## config.mk

```make
export PLATFORM = sky130hd
export DESIGN_NAME = uart_rx
export DESIGN_NICKNAME = d
export VERILOG_FILES = /design/src/rtl/uart_rx.sv
export SDC_FILE = /design/constraint.sdc
export NUM_CORES = 1
export LEC_CHECK = 0
export ABC_AREA = 1
export BUFFER_PORTS_ARGS = -buffer_cell sky130_fd_sc_hd__buf_2
export CAP_MARGIN = 20
export CELL_PAD_IN_SITES_DETAIL_PLACEMENT = 1
export CELL_PAD_IN_SITES_GLOBAL_PLACEMENT = 1
export CORE_MARGIN = 2
export CORE_UTILIZATION = 35
export DETAILED_ROUTE_END_ITERATION = 8
export MAX_ROUTING_LAYER = met4
export PLACE_DENSITY_LB_ADDON = 0.1
export SETUP_SLACK_MARGIN = 0.02
export SLEW_MARGIN = 20
export SYNTH_ARGS = -nofsm -noshare
export SYNTH_HDL_FRONTEND = slang
export SYNTH_SLANG_ARGS = --single-unit
```

## constraint.sdc

```tcl
create_clock -name clk -period 2.41 [get_ports clk]
set_input_delay 0.3615 -clock clk [delete_from_list [all_inputs] [get_ports clk]]
set_output_delay 0.3615 -clock clk [all_outputs]
set_load 0.03 [all_outputs]
```

## src/rtl/uart_rx.sv

```systemverilog
// uart_rx - 8N1 UART receiver (optional parity via UART_RX_PARITY_EN)
//
// Synchronises the asynchronous rx pin and samples each bit at its midpoint.
// Each received byte is presented on a valid/ready handshake. Line errors are
// reported as single-cycle pulses.
//
// Optional feature macro: UART_RX_PARITY_EN adds a parity bit between the data
// and the stop bit. The expected parity is ^data ^ PARITY_ODD.
//
// Ports:
//   clk         system clock, posedge
//   reset       synchronous, active-high
//   rx          asynchronous serial input, idle high
//   rx_data     received byte, valid while rx_valid=1
//   rx_valid    byte available, held until accepted
//   rx_ready    consumer accepts the byte when rx_valid & rx_ready
//   frame_err   1-cycle pulse: stop bit sampled low
//   overrun     1-cycle pulse: new byte dropped because the previous one is unconsumed
//   parity_err  1-cycle pulse: parity mismatch (always 0 without the macro)
//   busy        1 whenever the FSM is not in IDLE
//
// state  | meaning
// IDLE   | line idle, waiting for rx_s low
// START  | waiting for the start-bit midpoint, rejects glitches
// DATA   | sampling 8 data bits, LSB first
// PARITY | sampling the parity bit (macro only)
// STOP   | sampling the stop bit
// BREAK  | stop bit was low, waiting for the line to return high
module uart_rx #(
  parameter int CLKS_PER_BIT = 234,
  parameter bit PARITY_ODD   = 1'b0
) (
  input  logic       clk,
  input  logic       reset,
  input  logic       rx,
  output logic [7:0] rx_data,
  output logic       rx_valid,
  input  logic       rx_ready,
  output logic       frame_err,
  output logic       overrun,
  output logic       parity_err,
  output logic       busy
);

  localparam int CW = $clog2(CLKS_PER_BIT);
  localparam logic [CW-1:0] HALF_M1 = CW'(CLKS_PER_BIT / 2 - 1);
  localparam logic [CW-1:0] FULL_M1 = CW'(CLKS_PER_BIT - 1);

  typedef enum logic [2:0] {
    IDLE,
    START,
    DATA,
`ifdef UART_RX_PARITY_EN
    PARITY,
`endif
    STOP,
    BREAK
  } state_t;

  state_t          state, state_nxt;
  logic            rx_meta, rx_s;
  logic [CW-1:0]   cnt;
  logic [2:0]      bit_idx;
  logic [7:0]      shift;
  logic            cnt_clr, shift_en, stop_ok, stop_bad, deliver, par_ok;

  // The counter restarts at every sample point. The start-bit midpoint is
  // therefore HALF cycles after T0, and each later sample lies one full bit
  // period after the previous one.
  wire tick_half = (cnt == HALF_M1);
  wire tick_full = (cnt == FULL_M1);

`ifdef UART_RX_PARITY_EN
  logic par_bit, par_en, parity_err_q;
  assign par_ok     = (par_bit == (^shift ^ PARITY_ODD));
  assign parity_err = parity_err_q;
`else
  assign par_ok     = 1'b1;
  // PARITY_ODD has no effect in the 8N1 build.
  assign parity_err = 1'b0 & PARITY_ODD;
`endif

  assign deliver = stop_ok & par_ok;
  assign busy    = (state != IDLE);

  always_ff @(posedge clk) begin
    if (reset) state <= IDLE;
    else       state <= state_nxt;
  end

  always_comb begin
    state_nxt = state;
    cnt_clr   = 1'b0;
    shift_en  = 1'b0;
    stop_ok   = 1'b0;
    stop_bad  = 1'b0;
`ifdef UART_RX_PARITY_EN
    par_en    = 1'b0;
`endif
    case (state)
      IDLE: begin
        cnt_clr = 1'b1;
        if (!rx_s) state_nxt = START;
      end
      START: begin
        if (tick_half) begin
          cnt_clr   = 1'b1;
          state_nxt = rx_s ? IDLE : DATA;
        end
      end
      DATA: begin
        if (tick_full) begin
          cnt_clr  = 1'b1;
          shift_en = 1'b1;
          if (bit_idx == 3'd7) begin
`ifdef UART_RX_PARITY_EN
            state_nxt = PARITY;
`else
            state_nxt = STOP;
`endif
          end
        end
      end
`ifdef UART_RX_PARITY_EN
      PARITY: begin
        if (tick_full) begin
          cnt_clr   = 1'b1;
          par_en    = 1'b1;
          state_nxt = STOP;
        end
      end
`endif
      STOP: begin
        if (tick_full) begin
          cnt_clr = 1'b1;
          if (rx_s) begin
            stop_ok   = 1'b1;
            state_nxt = IDLE;
          end else begin
            stop_bad  = 1'b1;
            state_nxt = BREAK;
          end
        end
      end
      BREAK: begin
        if (rx_s) state_nxt = IDLE;
      end
      default: state_nxt = IDLE;
    endcase
  end

  always_ff @(posedge clk) begin
    if (reset) begin
      rx_meta   <= 1'b1;
      rx_s      <= 1'b1;
      cnt       <= '0;
      bit_idx   <= 3'd0;
      shift     <= 8'h00;
      rx_data   <= 8'h00;
      rx_valid  <= 1'b0;
      frame_err <= 1'b0;
      overrun   <= 1'b0;
`ifdef UART_RX_PARITY_EN
      par_bit      <= 1'b0;
      parity_err_q <= 1'b0;
`endif
    end else begin
      rx_meta <= rx;
      rx_s    <= rx_meta;
      cnt     <= cnt_clr ? '0 : cnt + 1'b1;

      if (state == START) bit_idx <= 3'd0;
      if (shift_en) begin
        shift   <= {rx_s, shift[7:1]};
        bit_idx <= bit_idx + 3'd1;
      end
`ifdef UART_RX_PARITY_EN
      if (par_en) par_bit <= rx_s;
      parity_err_q <= stop_ok & ~par_ok;
`endif

      frame_err <= stop_bad;
      overrun   <= deliver & rx_valid & ~rx_ready;

      // An unconsumed byte is never overwritten. A byte accepted in the same
      // cycle as a new delivery is simply replaced, so rx_valid stays high.
      if (deliver && !(rx_valid && !rx_ready)) begin
        rx_data  <= shift;
        rx_valid <= 1'b1;
      end else if (rx_valid && rx_ready) begin
        rx_valid <= 1'b0;
      end
    end
  end

endmodule

```

## Yosys cells after proc, flatten, opt, wreduce, memory -nomap -nowiden

Cells that the tools add are included.

| storage, ports and cells | value |
|---|---|
| input bits | 4 |
| output and inout port bits | 13 |
| register bits after elaboration | 35 |
| logic and storage cells | 64 |

| operators by class | value |
|---|---|
| muxes and demuxes | 21 |
| add/subtract/negate cells | 2 |
| reductions and logical operators | 13 |
| bitwise logic cells | 5 |
| equality and inequality tests | 13 |

Operators with widths:

| kind | number |
|---|---|
| $mux 3 | 9 |
| $pmux 3 s5 | 1 |
| $ne 2x2->1 const B | 6 |
| $mux 1 | 9 |
| $add 8x1->8 const B | 1 |
| $eq 8x7->1 const B | 1 |
| $eq 8x8->1 const B | 1 |
| $eq 3x2->1 const B | 2 |
| $eq 3x3->1 const B | 2 |
| $reduce_and 6->1 | 1 |
| $reduce_bool 2->1 | 2 |
| $reduce_or 2->1 | 2 |
| $add 3x1->3 const B | 1 |
| $eq 3x1->1 const B | 1 |
| $logic_and 1x1->1 | 3 |
| $logic_not 3->1 | 1 |
| $not 1->1 | 3 |
| $pmux 1 s3 | 1 |
| $reduce_bool 3->1 | 1 |
| $reduce_or 3->1 | 1 |
| $and 1x1->1 | 2 |
| $logic_not 1->1 | 2 |
| $mux 2 | 1 |

## Depth between registers and ports, before layout

Gate-level depths: netlist (run 1).

| logic depth | value |
|---|---|
| depth after elaboration | 5 |
| mapped depth | 11 |
| gate-level depth less buffers | 11 |

## Least setup slack after synthesis (run 1)

Ideal clock, no wire load.

| timing | value |
|---|---|
| path type | register to register |
| start | reg cnt[1] |
| end | reg rx_data[2] |
| required time | 2.297 ns |
| stages on the path, launching flop included | 9 |
| slack | 0.938 ns |
| arrival time | 1.360 ns |
| path buffers | 1 |
| period minus slack after synthesis | 1.472 ns |
| library setup time | 0.113 ns |
| cells stage by stage | dfxtp_1 -> inv_1 -> ha_1 -> nand2_1 -> nor4_4 -> nand3_4 -> buf_6 -> nor2_1 -> nor2_1 |

| on the way | value |
|---|---|
| word-level cells in the longest chain between the ends | 4 |

Ends and longest elaborated chain:

| item | line | source |
|---|---|---|
| start: declaration | 62 | `logic [CW-1:0] cnt;` |
| start signal: assignment | 170 | `cnt <= cnt_clr ? '0 : cnt + 1'b1;` |
| $eq 8x8->1 | 71 | `wire tick_full = (cnt == FULL_M1);` |
| $mux 1 | 134 | `if (tick_full) begin` |
| $mux 1 | 100 | `case (state)` |
| $logic_and 1x1->1 | 187 | `if (deliver && !(rx_valid && !rx_ready)) begin` |
| end signal: assignment | 188 | `rx_data <= shift;` |
| end: declaration | 36 | `output logic [7:0] rx_data,` |

Every way passes these cells.
A chain may end at the register's enable or synchronous reset.

## Worst setup path after layout (run 1)

| timing | value |
|---|---|
| start | reg cnt[0] |
| end | reg rx_data[4] |

The elaborated chain is that of the path after synthesis.

==> impl_metrics.yaml, run 1 <==
run_status:
  status: "finished, final reports clean"
yosys:
  synth.distinct_cells: 29
  ys_ff_latch: 35
  synth.avg_cell_area_um2: 7.54
  yosysSeqAreaShare: 0.436
  yosysWarnings: 0
  synth_edf_count: 0
  async_reset_ff_frac: 0
  synthFlopType: "dfxtp_1"
  synth_area_um2: 1610
  synth_fp_nets: 222
  postSynthCellCount: 213
layout:
  drive_above_1_share: 0.164
  design_area_um2: 1820
  post-route-util: 0.416
  final_cell_mix: "41 x nand2_1, 37 x nor2_1, 35 x dfxtp_1, 30 x inv_1, 15 x buf_2"
  fillerInstances: 557
  nNetsFinal: 240
  n_antenna_cell: 0
  syn2layout_area_growth_pct: 13.5
  final_common_cell: "nand2_1"
timing:
  slew_viol_final: 0
  timing.fmax_mhz: 606
  worst_clock_skew_ns: 0.00849
  fin_tns_setup_ns: 0
  hold_viol: 0
  period_share: 0.684
  whs_ns: 0.256
  period_needed_ns: 1.65
  setup_viol: 0
  setup_slack_ns: 0.761
  rsz0062_at_grt: "false"
drt:
  viasPerCell: 4.82
  drtIter0Drc: 62
  finalWirelength_mm: 3.60
  dr.pass1.iters: 5
  ant_nets: 0
  vias: 1368
  drc: 0
  wire_per_inst_um: 12.7
power_and_ir_drop:
  p_int_uw: 912
  leakage_nw: 0.799
  clockPowerShare: 0.444
  p_seq_frac: 0.497
  switching_share: 0.236
  combPwrFrac: 0.059
  power_density_nw_per_um2: 655
  p_sw_uw: 282
  ir_worst_vdd_mv: 0.269
cts:
  cts_setup_buffers: 0
  numCtsBuffers: 5
  clkSinkCount: 35
  h-tree-depth: 2
  clock_tree.buffer_depth: 2
  path_clk_slew_ns: 0.08
  tritoncts: "built"
  clock_latency_ns: 0.29
  cts-resized-gates: 0
  hold_buffers: 0
  ctsRootBufferMaster: "clkbuf_8"
setup_path:
  r2r_cells: 7
  timing.rr.end: "rx_data[4]$_SDFFE_PP0P_"
  end_kind: "flip-flop"
  required_ns: 2.64
  r2r_slack_ns: 0.76
  r2r-start: "cnt[0]$_SDFF_PP0_"
  worstPathArrival_ns: 1.88
  critPathKind: "flip-flop to flip-flop"
  cp-start-kind: "flip-flop"
  cp_max_fo: 16
placed_design:
  place_hpwl_mm: 2.73
  portBuffers: 15
  dp_worst_setup_slack_ns: 0.725
  globalplace.congestion: 0.848
  dpl_cell_area_um2: 1710
floorplan:
  start_util: 0.366
  rows: 24
  top_level_ports: 17
  die_area_um2: 5150
  die-width_um: 71.8
  chipHeight_um: 71.8
  core_area_um2: 4380
global_routing:
  grt_usage: 0.158
  antenna_found_initial: 0
  grt_first_pass_wirelength_mm: 6.22
  gr-total-overflow: 0
  grt_max_degree: 17
  grt_pass1_vias: 1415
hold_path:
  hold_depth: 2
  hold_path_startpoint: "rx"
  hold_end: "rx_meta$_SDFF_PP1_"
  hp-class: "primary input to flip-flop"
flow_run:
  maxCapViolCount: 0
[worst max path at each step]
stage	end	slack (ns)	cells after the start	startpoint
detailed placement	rx_data[4]$_SDFFE_PP0P_	0.72	8	cnt[1]$_SDFF_PP0_
finish	rx_data[4]$_SDFFE_PP0P_	0.76	7	cnt[0]$_SDFF_PP0_
floorplan	rx_data[2]$_SDFFE_PP0P_	0.94	8	cnt[1]$_SDFF_PP0_
global placement	rx_data[7]$_SDFFE_PP0P_	0.79	6	cnt[0]$_SDFF_PP0_
global route	bit_idx[2]$_SDFFE_PP0P_	0.56	8	cnt[0]$_SDFF_PP0_
CTS	rx_data[6]$_SDFFE_PP0P_	0.71	8	cnt[1]$_SDFF_PP0_
[cell families after synthesis]
logic type / count (synthesis) / synth area share
other cells: 1 / 0.00233
fa+ha+maj: 5 / 0.0389
flops: 35 / 0.436
simple gates: 101 / 0.292
xor+xnor: 4 / 0.0218
compound gates: 29 / 0.107
buf+inv: 38 / 0.102
[worst max-delay path: stages (launching register included)]
cell and delay [ns]:
dfxtp_1 0.40, ha_1 0.19, nand2_1 0.11, nor4_4 0.36, nand3_4 0.25, nand2_1 0.13, nand2_1 0.06, nor2_1 0.10
[cell type report]
type / count / area, um2 / share of cell area
clock buffers: 5 / 68.8 / 0.0377
clock inverters: 3 / 43.8 / 0.0240
inverters: 34 / 128 / 0.0700
multi-input cells: 140 / 742 / 0.407
flip-flops and latches: 35 / 701 / 0.384
well taps: 52 / 65.1 / 0.0357
repair buffers: 15 / 75.1 / 0.0412
[flip-flops by register name, summed over array words and instances (netlist names)]
signal,cells
frame_err,1
rx_s,1
overrun,1
bit_idx,3
rx_valid,1
rx_data,8
shift,8
state,3
rx_meta,1
cnt,8
[stage by stage]
stage,std cells,power (mW)
global route,284,1.25
detailed placement,276,0.678
global placement,276,0.675
CTS,284,1.21
finish,284,1.19
floorplan,213,0.660
[synthesized netlist by cell type (2+ instances only)]
master	n	area [um2]
or2_2	3	18.8
xor2_1	2	17.5
dfxtp_1	35	701
a21oi_1	13	65.1
o21ai_0	8	40.0
nor2_1	37	139
o21a_1	5	37.5
xnor2_1	2	17.5
nor2_2	3	18.8
nand4_1	5	31.3
nand3_1	6	30.0
nand2_1	41	154
ha_1	5	62.6
inv_2	4	15.0
inv_1	30	113
[layer usage]
layer  global-route usage  routed length, um  up-vias
li1                     -                  -      704
met1                0.199               1790      637
met2                0.253               1640       20
met3               0.0295                108        7
met4               0.0566                 64        0
met5                    -                  0        -
[power groups by stage]
| stage | Sequential [mW] | Combinational (mW) | Clock [mW] |
|---|---|---|---|
| finish | 0.594 | 0.0702 | 0.530 |
| global route | 0.595 | 0.0814 | 0.569 |
| CTS | 0.594 | 0.0706 | 0.548 |
| detailed placement | 0.608 | 0.0705 | 0 |
| global placement | 0.607 | 0.0679 | 0 |
| floorplan | 0.605 | 0.0556 | 0 |
Note: power is estimated with default switching activity, not from simulation.
==> run 2: changes to the inputs <==
clock period = 1.58 ns   (was 2.41 ns; I/O delays follow)
==> run 2 against run 1 <==
Compared with the run above:
- hold slack got worse by 0.12 ns
- wire length up 6.1%
- highest routed layer unchanged
- register-to-register slack got worse by 0.62 ns
- sequential share of layout area is 2.3 points lower
- sequential power up 51%
- fmax increased by 14%
- setup slack worse by 0.62 ns
- cell area is 6.9% higher
- combinational power increased by 100%
- non-clock buffer count rose by 10
- critical path depth increased by 2
- count of clock-buffer cells in the layout up 1
==> impl_metrics.yaml, run 2 (synthesis results as in run 1) <==
hold_path:
  hp-class: "primary input to flip-flop"
  hold_depth: 2
drt:
  drtIter0Drc: 54
  dr.pass1.iters: 4
  wire_per_inst_um: 13.0
  viasPerCell: 4.83
  drc: 0
  ant_nets: 0
  vias: 1426
  finalWirelength_mm: 3.82
power_and_ir_drop:
  power_density_nw_per_um2: 858
  p_total_mw: 1.67
  leakage_nw: 0.831
  ir_worst_vdd_mv: 0.458
layout:
  n_antenna_cell: 0
  final_cells: 295
  drive_above_1_share: 0.272
  reg_top3: "cnt (8), rx_data (8), shift (8)"
  nNetsFinal: 251
  syn2layout_area_growth_pct: 21.3
  final_cell_mix: "35 x nor2_1, 35 x nand2_1, 32 x dfxtp_1, 27 x inv_1, 15 x buf_2"
placed_design:
  place_hpwl_mm: 2.90
  portBuffers: 15
  globalplace.congestion: 0.845
  placed_cells: 285
setup_path:
  cp-start-kind: "flip-flop"
  critPathMaxStageDelay_ns: 0.32
  cp_slowest_cell: "dfxtp_1"
  worstPathCellList: "inv_2 > ha_2 > nand2_2 > nor2_4 > nand2_2 > nor3_4 > buf_12 > a21oi_1 > o21a_1"
  r2r_cells: 9
  crit_path_frequent_cell: "nand2_2"
  worstPathArrival_ns: 1.62
  required_ns: 1.76
  cp_max_fo: 9
  critPathKind: "flip-flop to flip-flop"
  end_kind: "flip-flop"
global_routing:
  gr-total-overflow: 0
  grt_max_degree: 14
  grt_first_pass_wirelength_mm: 6.61
  antenna_found_initial: 0
  grt_pass1_vias: 1440
  grt_usage: 0.169
timing:
  rsz0062_at_grt: "true"
  timing.fmax_mhz: 693
  worst_clock_skew_ns: 0.00758
  whs_ns: 0.131
  period_needed_ns: 1.44
  setup_viol: 0
  period_share: 0.913
  fin_tns_setup_ns: 0
  slew_viol_final: 0
  hold_viol: 0
cts:
  clkSinkCount: 35
  path_clk_slew_ns: 0.07
  h-tree-depth: 2
  clock_tree.buffer_depth: 2
  clock_latency_ns: 0.28
  numCtsBuffers: 5
  ctsRootBufferMaster: "clkbuf_8"
  tritoncts: "built"
  hold_buffers: 0
flow_run:
  maxCapViolCount: 0
floorplan:
  die-width_um: 71.8
  start_util: 0.366
  rows: 24
  chipHeight_um: 71.8
  core_area_um2: 4380
  top_level_ports: 17
  die_area_um2: 5150
run_status:
  status: "finished, final reports clean"
==> run 2: changes by cell type in the layout (fill, tap and decap cells not counted), sizes merged <==
cell,delta
clkbuf,+1
clkinv,-1
bufinv,-1
clkinvlp,+1
buf,+10
nand3,+1
==> run 2: repair_timing <==
action / 4_1_cts / 5_1_grt
buffers inserted: 1 / 0
pin swaps: 2 / 5
setup endpoints to repair: 9 / 15
gates resized for setup: 3 / 18
cloned: 1 / 0
==> run 2: stage by stage <==
stage                     utilization  worst slack [ns]  area [um2]
after floorplan                     -             0.108        1610
after global placement          0.408            0.0745        1790
after detailed placement        0.408           -0.0316        1790
after CTS                       0.435            0.0303        1910
after global routing            0.444          0.000815        1950
final                           0.444             0.138        1950
==> run 2: path summary, 6_finish.rpt <==
kind                            slack (ns)               start               endpoint
worst max register to register        0.14   cnt[1]$_SDFF_PP0_  shift[0]$_SDFFE_PP0P_
worst max-delay path                  0.14   cnt[1]$_SDFF_PP0_  shift[0]$_SDFFE_PP0P_
worst min-delay path                  0.13                  rx     rx_meta$_SDFF_PP1_
worst min register to register        0.42  rx_meta$_SDFF_PP1_        rx_s$_SDFF_PP1_
==> run 2: final cells by class <==
cell class              instances  area (um2)
repair buffers                 25         163
fillers                       556        2440
multi-input cells             141         803
well taps                      52        65.1
clock inverters                 2        12.5
flip-flops and latches         35         704
clock buffers                   6        72.6
inverters                      34         128
==> run 2: per-layer routing <==
layer	up-vias	global-route usage	routed length (um)
met4	0	0.0482	17
met3	2	0.0436	99
met1	682	0.221	1900
met2	16	0.260	1810
met5	-	-	0
li1	726	-	-
==> run 2: worst max-delay path, delay by kind of cell, from the launching register on <==
family	cells	cell delay, ns
AOI/OAI and AO/OA	2	0.17
and+or+nand+nor	4	0.47
DFF	1	0.32
adders and majority gates	1	0.18
buffers and inverters	2	0.20
==> run 2: power by group <==
| part | internal (mW) | switching (mW) | total, mW |
|---|---|---|---|
| clock network | 0.308 | 0.322 | 0.630 |
| registers | 0.891 | 0.00811 | 0.899 |
| logic | 0.0485 | 0.0947 | 0.143 |
| total | 1.25 | 0.425 | 1.67 |
==> run 3: changes to the inputs <==
ABC_AREA = 0   (was 1)
==> run 3 against run 2 <==
Compared with the run above:
- the flow now finishes with violations (setup timing)
- area after synthesis down 1.8%
- first-iteration DRC count down 52%
- hold slack better by 0.0013 ns
- clock skew about the same
- non-clock buffer count up 14
- setup slack worse by 0.19 ns
- critical endpoint is now rx_data[3]$_SDFFE_PP0P_
- highest routed layer unchanged
==> impl_metrics.yaml, run 3 <==
run_status:
  status: "finished with violations"
  violations: "setup timing"
hold_path:
  hp-class: "primary input to flip-flop"
layout:
  final_common_cell: "dfxtp_1"
  nNetsFinal: 225
  post-route-util: 0.478
  final_cells: 269
  n_antenna_cell: 0
  reg_top3: "cnt (8), rx_data (8), shift (8)"
  final_cell_mix: "30 x dfxtp_1, 22 x buf_4, 21 x nand2_1, 19 x nand2b_1"
  drive_above_1_share: 0.359
  syn2layout_area_growth_pct: 32.0
placed_design:
  place_hpwl_mm: 2.75
  globalplace.congestion: 0.757
  portBuffers: 15
  placed_cells: 257
global_routing:
  antenna_found_initial: 0
  gr-total-overflow: 0
  grt_max_degree: 24
  grt_pass1_vias: 1394
  grt_first_pass_wirelength_mm: 6.30
  grt_usage: 0.165
yosys:
  synth_fp_nets: 189
  synth_edf_count: 0
  yosysSeqAreaShare: 0.444
  synth.area.top_cells: "dfxtp_1 44%, nand2b_1 7.5%, nand2_1 6.2%"
  synth_common_cells: "35 x dfxtp_1, 26 x nand2_1, 19 x nand2b_1, 14 x nor2_1, 13 x a21oi_1"
  synth_top_area_cell: "dfxtp_1"
  synth_top_area_frac: 0.444
  yosysMostFrequentCell: "dfxtp_1"
  synth.distinct_cells: 36
  async_reset_ff_frac: 0
  synthFlopType: "dfxtp_1"
  synth.avg_cell_area_um2: 8.77
  synth_area_um2: 1580
  yosysWarnings: 0
  postSynthCellCount: 180
  ys_ff_latch: 35
setup_path:
  critPathKind: "flip-flop to flip-flop"
  worstPathCellList: "inv_2 > ha_4 > nand4bb_1 > or2_1 > or3b_1 > buf_6 > mux2i_1"
  worstSetupEndpoint: "rx_data[3]$_SDFFE_PP0P_"
  critPathMaxStageDelay_ns: 0.36
  cp_slowest_cell: "or3b_1"
  end_kind: "flip-flop"
  worstPathArrival_ns: 1.81
  required_ns: 1.76
  timing.rr.end: "rx_data[3]$_SDFFE_PP0P_"
  cp_max_fo: 8
  startpoint: "cnt[1]$_SDFF_PP0_"
  r2r-start: "cnt[1]$_SDFF_PP0_"
  r2r_cells: 7
  r2r_slack_ns: -0.05
  cp-start-kind: "flip-flop"
timing:
  period_share: 1.03
  whs_ns: 0.132
  rsz0062_at_grt: "true"
  slew_viol_final: 0
  setup_viol: 13
  setup_slack_ns: -0.0492
  timing.fmax_mhz: 614
  fin_tns_setup_ns: -0.378
  period_needed_ns: 1.63
  hold_viol: 0
  worst_clock_skew_ns: 0.00750
drt:
  ant_nets: 0
  dr.pass1.iters: 4
  route.met2.wl_mm: 1.98
  wire_per_inst_um: 14.1
  vias: 1345
  drc: 0
  viasPerCell: 5.00
  finalWirelength_mm: 3.79
  wl_met1_mm: 1.64
  drtIter0Drc: 26
  wl_met3_um: 114
  top_layer_used: "met4"
floorplan:
  die_area_um2: 5060
  core_area_um2: 4350
  chipHeight_um: 71.1
  top_level_ports: 17
  die-width_um: 71.1
  start_util: 0.362
  rows: 24
cts:
  hold_buffers: 0
  clock_tree.buffer_depth: 2
  tritoncts: "built"
  clock_latency_ns: 0.29
  path_clk_slew_ns: 0.07
  ctsRootBufferMaster: "clkbuf_8"
  clkSinkCount: 35
  h-tree-depth: 2
  numCtsBuffers: 5
flow_run:
  maxCapViolCount: 0
power_and_ir_drop:
  ir_worst_vdd_mv: 0.484
  leakage_nw: 0.791
  power_density_nw_per_um2: 861
==> run 3: changes by cell type in the layout (fill, tap and decap cells not counted), moves of 6 or more <==
cell      before  now
buf_4          9   22
inv_1         27    4
inv_2          7    1
mux2i_1        0    8
nand2_1       35   21
nand2b_1       0   19
nor2_1        35   14
o21ai_0        8    0
==> run 3: how the worst min path moves through the flow <==
stage / to / startpoint / cells after the start
after global routing: rx_meta$_SDFF_PP1_ / rx / 2
final: rx_meta$_SDFF_PP1_ / rx / 2
after global placement: rx_s$_SDFF_PP1_ / rx_meta$_SDFF_PP1_ / 1
after detailed placement: rx_s$_SDFF_PP1_ / rx_meta$_SDFF_PP1_ / 1
after CTS: rx_meta$_SDFF_PP1_ / rx / 2
after floorplan: rx_meta$_SDFF_PP1_ / rx / 1
==> run 3: final cells by class <==
class / count / area (um2)
Clock buffer: 6 / 82.6
Timing Repair Buffer: 39 / 269
Inverter: 5 / 18.8
Fill cell: 523 / 2270
Multi-Input combinational cell: 130 / 901
Clock inverter: 2 / 35.0
Sequential cell: 35 / 712
Tap cell: 52 / 65.1
==> run 3: kinds of logic (layout without fill, tap and decap cells) <==
| family | count (synthesis) | in the layout | synth area share |
|---|---|---|---|
| and+or+nand+nor | 89 | 90 | 0.294 |
| buffers and inverters | 16 | 52 | 0.0579 |
| AOI/OAI and AO/OA | 20 | 20 | 0.0777 |
| muxes | 8 | 8 | 0.0508 |
| other | 1 | 1 | 0.00238 |
| DFF | 35 | 35 | 0.444 |
| adders and majority gates | 5 | 5 | 0.0397 |
| xor gates and xnor gates | 6 | 6 | 0.0333 |
==> run 3: worst max-delay path, delay by kind of cell (launching register included) <==
kind          cells  cell delay [ns]
buf+inv           2             0.23
fa+ha+maj         1             0.14
flops             1             0.32
mux               1             0.12
simple gates      3             0.72
==> run 3: where the power goes <==
part / switching (mW) / internal [mW] / total, mW
registers: 0.00556 / 0.885 / 0.890
clock network: 0.321 / 0.510 / 0.831
logic: 0.0391 / 0.0331 / 0.0722
total: 0.365 / 1.43 / 1.79
==> run 3: per-layer routing <==
| metal | vias to the layer above | GRT usage |
|---|---|---|
| met5 | - | - |
| met4 | 0 | 0.0503 |
| met3 | 8 | 0.0484 |
| met2 | 18 | 0.288 |
| met1 | 640 | 0.179 |
| li1 | 679 | - |
==> run 3: stage by stage <==
| step | setup slack (ns) | area [um2] | total power [mW] |
|---|---|---|---|
| 2_1_floorplan | 0.0132 | 1610 | 0.952 |
| 3_3_place_gp | -0.0355 | 1830 | 0.972 |
| 3_5_place_dp | -0.104 | 1830 | 0.975 |
| 4_1_cts | -0.0664 | 1990 | 1.81 |
| 5_1_grt | -0.111 | 2080 | 1.86 |
| 6_report | -0.0492 | 2080 | 1.79 |
==> run 3: what timing repair did <==
| action | in CTS | in global routing |
|---|---|---|
| gates resized for setup | 6 | 23 |
| buffers inserted | 1 | 1 |
| pin swaps | 0 | 5 |
| setup endpoints to repair | 19 | 25 |
| cloned | 1 | 1 |
